### config.mk
export PLATFORM = sky130hd
export DESIGN_NAME = comb_truth_tbl_sweep
export DESIGN_NICKNAME = d
export VERILOG_FILES = /design/src/rtl/comb_truth_tbl_sweep.sv
export SDC_FILE = /design/constraint.sdc
export NUM_CORES = 1
export LEC_CHECK = 0
export ABC_AREA = 1
export CORE_AREA = 2 2 74 76
export DETAILED_ROUTE_END_ITERATION = 10
export DIE_AREA = 0 0 76 78
export PLACE_DENSITY_LB_ADDON = 0.15
export SYNTH_ARGS = -nofsm -noshare
export SYNTH_HDL_FRONTEND = slang
export SYNTH_SLANG_ARGS = --single-unit
### constraint.sdc
create_clock -name clk -period 3.7 [get_ports clk]
set_clock_uncertainty 0.15 [all_clocks]
set_input_delay 0.74 -clock clk [delete_from_list [all_inputs] [get_ports clk]]
set_output_delay 0.74 -clock clk [all_outputs]
set_load 0.01 [all_outputs]
### src/rtl/comb_truth_tbl_sweep.sv
// comb_truth_tbl_sweep: drives all 16 minterms into a downstream
// truth-table block, captures f per minterm, hands the word out on val/rdy.
module comb_truth_tbl_sweep #(
   parameter int unsigned LAT = 0
) (
   input  logic        clk,
   input  logic        reset,
   input  logic        start,
   output logic        busy,
   output logic        a,
   output logic        b,
   output logic        c,
   output logic        d,
   input  logic        f,
   output logic        tbl_val,
   input  logic        tbl_rdy,
   output logic [15:0] tbl
);

   typedef enum logic [1:0] {
      IDLE,
      SWEEP,
      DONE
   } state_t;

   // Last dwell count of a minterm: f has crossed LAT stages by then.
   localparam logic [2:0] HOLD_LAST = 3'(LAT);

   state_t      state_q;
   logic [3:0]  idx_q;
   logic [2:0]  hold_q;
   logic [15:0] tbl_q;
   logic [3:0]  drv_q;
   logic        busy_q;
   logic        val_q;

   logic        sample_d;
   logic        last_d;

   // Sampling strobe: the only cycle in which f is allowed into tbl.
   always_comb begin
      sample_d = (state_q == SWEEP) && (hold_q == HOLD_LAST);
      last_d   = (idx_q == 4'hF);
   end

   // Sweep FSM with registered minterm drive, busy and valid.
   always_ff @(posedge clk or posedge reset) begin
      if (reset) begin
         state_q <= IDLE;
         idx_q   <= '0;
         hold_q  <= '0;
         tbl_q   <= '0;
         drv_q   <= '0;
         busy_q  <= 1'b0;
         val_q   <= 1'b0;
      end else begin
         case (state_q)
            IDLE: begin
               if (start) begin
                  state_q <= SWEEP;
                  idx_q   <= '0;
                  hold_q  <= '0;
                  tbl_q   <= '0;
                  drv_q   <= '0;
                  busy_q  <= 1'b1;
               end
            end
            SWEEP: begin
               if (sample_d) begin
                  tbl_q[idx_q] <= f;
                  if (last_d) begin
                     state_q <= DONE;
                     drv_q   <= '0;
                     val_q   <= 1'b1;
                  end else begin
                     idx_q  <= idx_q + 4'd1;
                     hold_q <= '0;
                     drv_q  <= idx_q + 4'd1;
                  end
               end else begin
                  hold_q <= hold_q + 3'd1;
               end
            end
            DONE: begin
               if (tbl_rdy) begin
                  state_q <= IDLE;
                  busy_q  <= 1'b0;
                  val_q   <= 1'b0;
               end
            end
            default: begin
               state_q <= IDLE;
               busy_q  <= 1'b0;
               val_q   <= 1'b0;
               drv_q   <= '0;
            end
         endcase
      end
   end

   assign {a, b, c, d} = drv_q;
   assign busy         = busy_q;
   assign tbl_val      = val_q;
   assign tbl          = tbl_q;

endmodule

# Yosys cells after proc, flatten, opt, wreduce, memory -nomap -nowiden
# Cells that the tools add are included.
# word_totals
regBits	31
elab_cells	63
# classes
n_bitwise	3
n_mux	28
eq_ne	9
reduce_logical	12
magnitude_cmp	2
add_sub_neg	2
# op_table
cell	n
2-to-1 mux 16 bit	2
one-hot mux 16 bit (2 select lines)	1
2-to-1 mux 4 bit	5
bitwise mux 16 bit	1
one-hot mux 4 bit (3 select lines)	1
AND reduction 3 bit	4
AND reduction 4 bit	3
!= test 2 bit (second input constant)	5
2-to-1 mux 3 bit	3
2-to-1 mux 2 bit	4
one-hot mux 4 bit (2 select lines)	1
one-hot mux 1 bit (3 select lines)	2
one-hot mux 2 bit (3 select lines)	1
one-hot mux 3 bit (2 select lines)	1
less-than comparator 4 x 5 -> 1 bit (second input constant)	1
2-to-1 mux 1 bit	5
adder 4 x 1 -> 4 bit (second input constant)	1
demux 1 bit (select 4 bit)	1
== test 4 bit (second input constant)	1
greater-or-equal comparator 4 x 1 -> 1 bit (second input constant)	1
adder 3 x 1 -> 3 bit (second input constant)	1
logical NOT 3 bit	1
!= test 3 bit (second input constant)	1
NOT 1 bit	3
5 further kinds	6

# Longest topological paths before layout
# depth
depth_word	7
mapped_depth	9

# Worst setup path after synthesis
# Ideal clock, no wire load.
# synth_timing
kind	input -> register
start	in start
end	reg tbl_q[0] (netlist: tbl[0])
setup_ns	0.117
setup_slack_ns	2.193
arrival_ns	1.241
t_required_ns	3.433
cell_stages	6
cell_sequence	nand2_1 > o21ai_4 > buf_12 > nand2_2 > nand2_1 > nand2_1
# synth_via
elab_chain_len	2
# synth_rtl
item	line_no	text
start: declaration	8	input logic start,
!= test 2 bit (no line)	-	
AND reduction 3 bit (no line)	-	
end signal: assignment	52	tbl_q <= '0;
end signal: assignment	63	tbl_q <= '0;
end signal: indexed assignment	70	tbl_q[idx_q] <= f;
end: declaration	32	logic [15:0] tbl_q;
# Every way passes these cells.
# A chain may end at the register's enable or synchronous reset.

# Final worst setup path
# layout_timing
start	reg state_q[0]
end	reg idx_q[2]
# layout_via
elab_chain_len	4
word_cells_on_any_way	9
classes_between	eq/ne: 4; mux: 1; reduce/logical: 4
# layout_rtl
item	line_no	text
start: declaration	29	state_t state_q;
start signal: assignment	49	state_q <= IDLE;
start signal: assignment	60	state_q <= SWEEP;
start signal: assignment	72	state_q <= DONE;
== test 2 x 1 -> 1 bit	42, 57	
logical AND 1 bit	42	sample_d = (state_q == SWEEP) && (hold_q == HOLD_LAST);
!= test 2 bit (no line)	-	
AND reduction 4 bit (no line)	-	
end signal: assignment	76	idx_q <= idx_q + 4'd1;
end: declaration	30	logic [3:0] idx_q;
# Several ways; a longest one is shown, not always the timed one.

==> results.yml <==
pwr:
  power.density_nw_per_um2: 720.3
  total_power_mw: 1.531
  power.leakage_nw: 1.151
  ir_worst_vdd_uv: 325.9
critical_path:
  crit_start: "state_q[0]$_DFFE_PP0P_"
  critPathKind: "flop to flop"
  timing.rr.start: "state_q[0]$_DFFE_PP0P_"
  worst_path_max_delay_cell: "dfrtp_1"
  r2r-end: "idx_q[2]$_DFFE_PP0P_"
  startpoint_type: "flop"
  cp-endpoint: "idx_q[2]$_DFFE_PP0P_"
  worstPathRequired_ns: 3.72
  path_max_fanout: 19
  critPathCaptureType: "flop"
  cpPeakStageDelay_ns: 0.80
  cp_cell_sequence: "nand2_4, o21ai_4, nand2_1, nand2_1, nand2_1"
  path_common_cell: "nand2_1"
  r2r_slack_ns: 1.57
  reg2reg_depth: 5
  critical_path_arrival_ns: 2.15
floorplanning:
  io_pins: 27
  core_um2: 5042
  initial_utilization_pct: 34.24
  die-area_um2: 5928
  die-height_um: 78
  fp.dieW_um: 76
  placementRows: 26
grt:
  antenna_found_initial: 0
  grt_pass1_vias: 1426
  groute.usage.overall_pct: 13.62
  grt_max_degree: 32
  grt_pass1_wl_um: 6596
  globalRoute.totalOverflow: 0
yosys:
  synth_area_um2: 1727
  postSynthAreaPerCell_um2: 7.640
  synthCells: 226
  ys_ff_latch: 31
  yosys_warnings: 0
  synth_cell_types: 25
  seq_area_frac_synth_pct: 44.93
  syn_nets: 237
timing:
  fmax_mhz: 470.5
  min_period_ns: 2.125
  slew_viol_final: 0
  setup_tns_ns: 0
  hold_ws_ns: 0.3222
  finalSetupViolations: 0
  hold_violations: 0
  relSlewSlack_pct: 52.67
  tightest_slew_ns: 0.7100
  rsz0062_at_grt: "no"
  period_share_pct: 57.44
job:
  cap_viol_max_count: 0
final_layout:
  final_util_pct: 42.16
  syn_to_final_growth_pct: 23.12
  drive_gt1_share_pct: 10.59
  multiInputGateArea_um2: 824.5
  mostFrequentLayoutCells: "101 x nand2_1, 31 x dfrtp_1, 26 x clkdlybuf4s50_1"
  fin_area_um2: 2126
  antenna_cells: 0
  nFillCells: 554
  final_common_cell: "nand2_1"
  fin_nets: 265
  seqCellArea_um2: 775.7
detailed_routing:
  vias: 1399
  vias_per_cell: 4.305
  detail-route-antenna-nets: 0
  dr.pass1.iters: 4
  wl_per_cell_um: 10.83
  drt_iter0_markers: 58
  drc: 0
  routed_wl_um: 3520
run_status:
  outcome: "finished clean"
clock_network:
  cts_tree: "built"
  cts_setup_buffers: 0
  clk_path_buf_depth: 2
  cts_resized: 0
  h-tree-depth: 2
  clockRootBuffer: "clkbuf_8"
  ctsHoldBuffers: 0
  clock-sinks: 31
  cts_made_buffers: 5
  clk_pin_slew_worst_paths_ns: 0.07
  clk_latency_ns: 0.28
hold_path:
  hp-class: "flop to flop"
  hp-start: "tbl[1]$_DFFE_PP0P_"
placement:
  dp_hpwl_um: 2490
  post_dp_cell_area_um2: 2026
  gp_congestion: 0.7883
  port_buffers: 26
[cell usage after synthesis, drive strengths merged]
| cell | n | area share, % |
|---|---|---|
| nor2 | 12 | 3.2 |
| nand2 | 112 | 26 |
| nand4 | 1 | 0.36 |
| nor3 | 2 | 0.58 |
| or2 | 10 | 3.6 |
| ha | 6 | 4.3 |
| o21bai | 1 | 0.43 |
| inv | 18 | 4.1 |
| o21ai | 4 | 1.8 |
| xor2 | 1 | 0.51 |
| nand3 | 22 | 6.7 |
| clkbuf | 1 | 0.22 |
| dfrtp | 31 | 45 |
| buf | 5 | 3.0 |
[sequential cells by signal (all words and copies together), names as in the netlist]
| register | cells |
|---|---|
| busy | 1 |
| drv_q | 4 |
| hold_q | 3 |
| idx_q | 4 |
| state_q | 2 |
| tbl | 16 |
| tbl_val | 1 |
[routing by layer]
layer	routed length [µm]	global-route usage (%)
met5	0	0
met4	46	4.364
met3	176	4.186
met2	1494	22.05
met1	1803	17.47
[cell families (layout without fill, tap and decap cells)]
logic type | after synthesis | in the layout | share of synthesized area [%]
flip-flops | 31 | 31 | 44.93
AO/OA/AOI/OAI | 5 | 5 | 2.247
buffers and inverters | 24 | 53 | 7.319
XOR/XNOR | 1 | 1 | 0.5073
adder cells (fa/ha/maj) | 6 | 6 | 4.348
AND/OR/NAND/NOR | 159 | 159 | 40.65
[power breakdown]
| group | internal, mW | switching [mW] | total (mW) |
|---|---|---|---|
| combinational | 0.300 | 0.373 | 0.673 |
| sequential | 0.461 | 0.101 | 0.562 |
| clock | 0.170 | 0.126 | 0.296 |
[critical path, delay by kind of cell (launching register included)]
kind	cells	cell delay, ns
simple gates	4	0.54
flops	1	0.80
compound gates	1	0.51
[how the worst min path moves through the flow]
stage / endpoint / cells after the start
2_1_floorplan: tbl[0]$_DFFE_PP0P_ / 2
5_1_grt: tbl[5]$_DFFE_PP0P_ / 2
3_3_place_gp: tbl[14]$_DFFE_PP0P_ / 2
4_1_cts: tbl[5]$_DFFE_PP0P_ / 2
6_report: tbl[1]$_DFFE_PP0P_ / 2
3_5_place_dp: tbl_val$_DFFE_PP0P_ / 2
[final cells by class]
| type | instances | area share, % |
|---|---|---|
| flip-flops and latches | 31 | 36.49 |
| repair buffers | 27 | 12.60 |
| inverters | 18 | 3.296 |
| clock buffers | 8 | 4.709 |
| multi-input cells | 171 | 38.79 |
| well taps | 70 | 4.120 |
[metrics by stage]
stage                     instances  setup WS (ns)
after global placement          317          1.491
after detailed placement        317          1.445
final                           325          1.575
after CTS                       325          1.551
after floorplan                 226          2.148
after global routing            325          1.327
(Power assumes the default switching activity.)
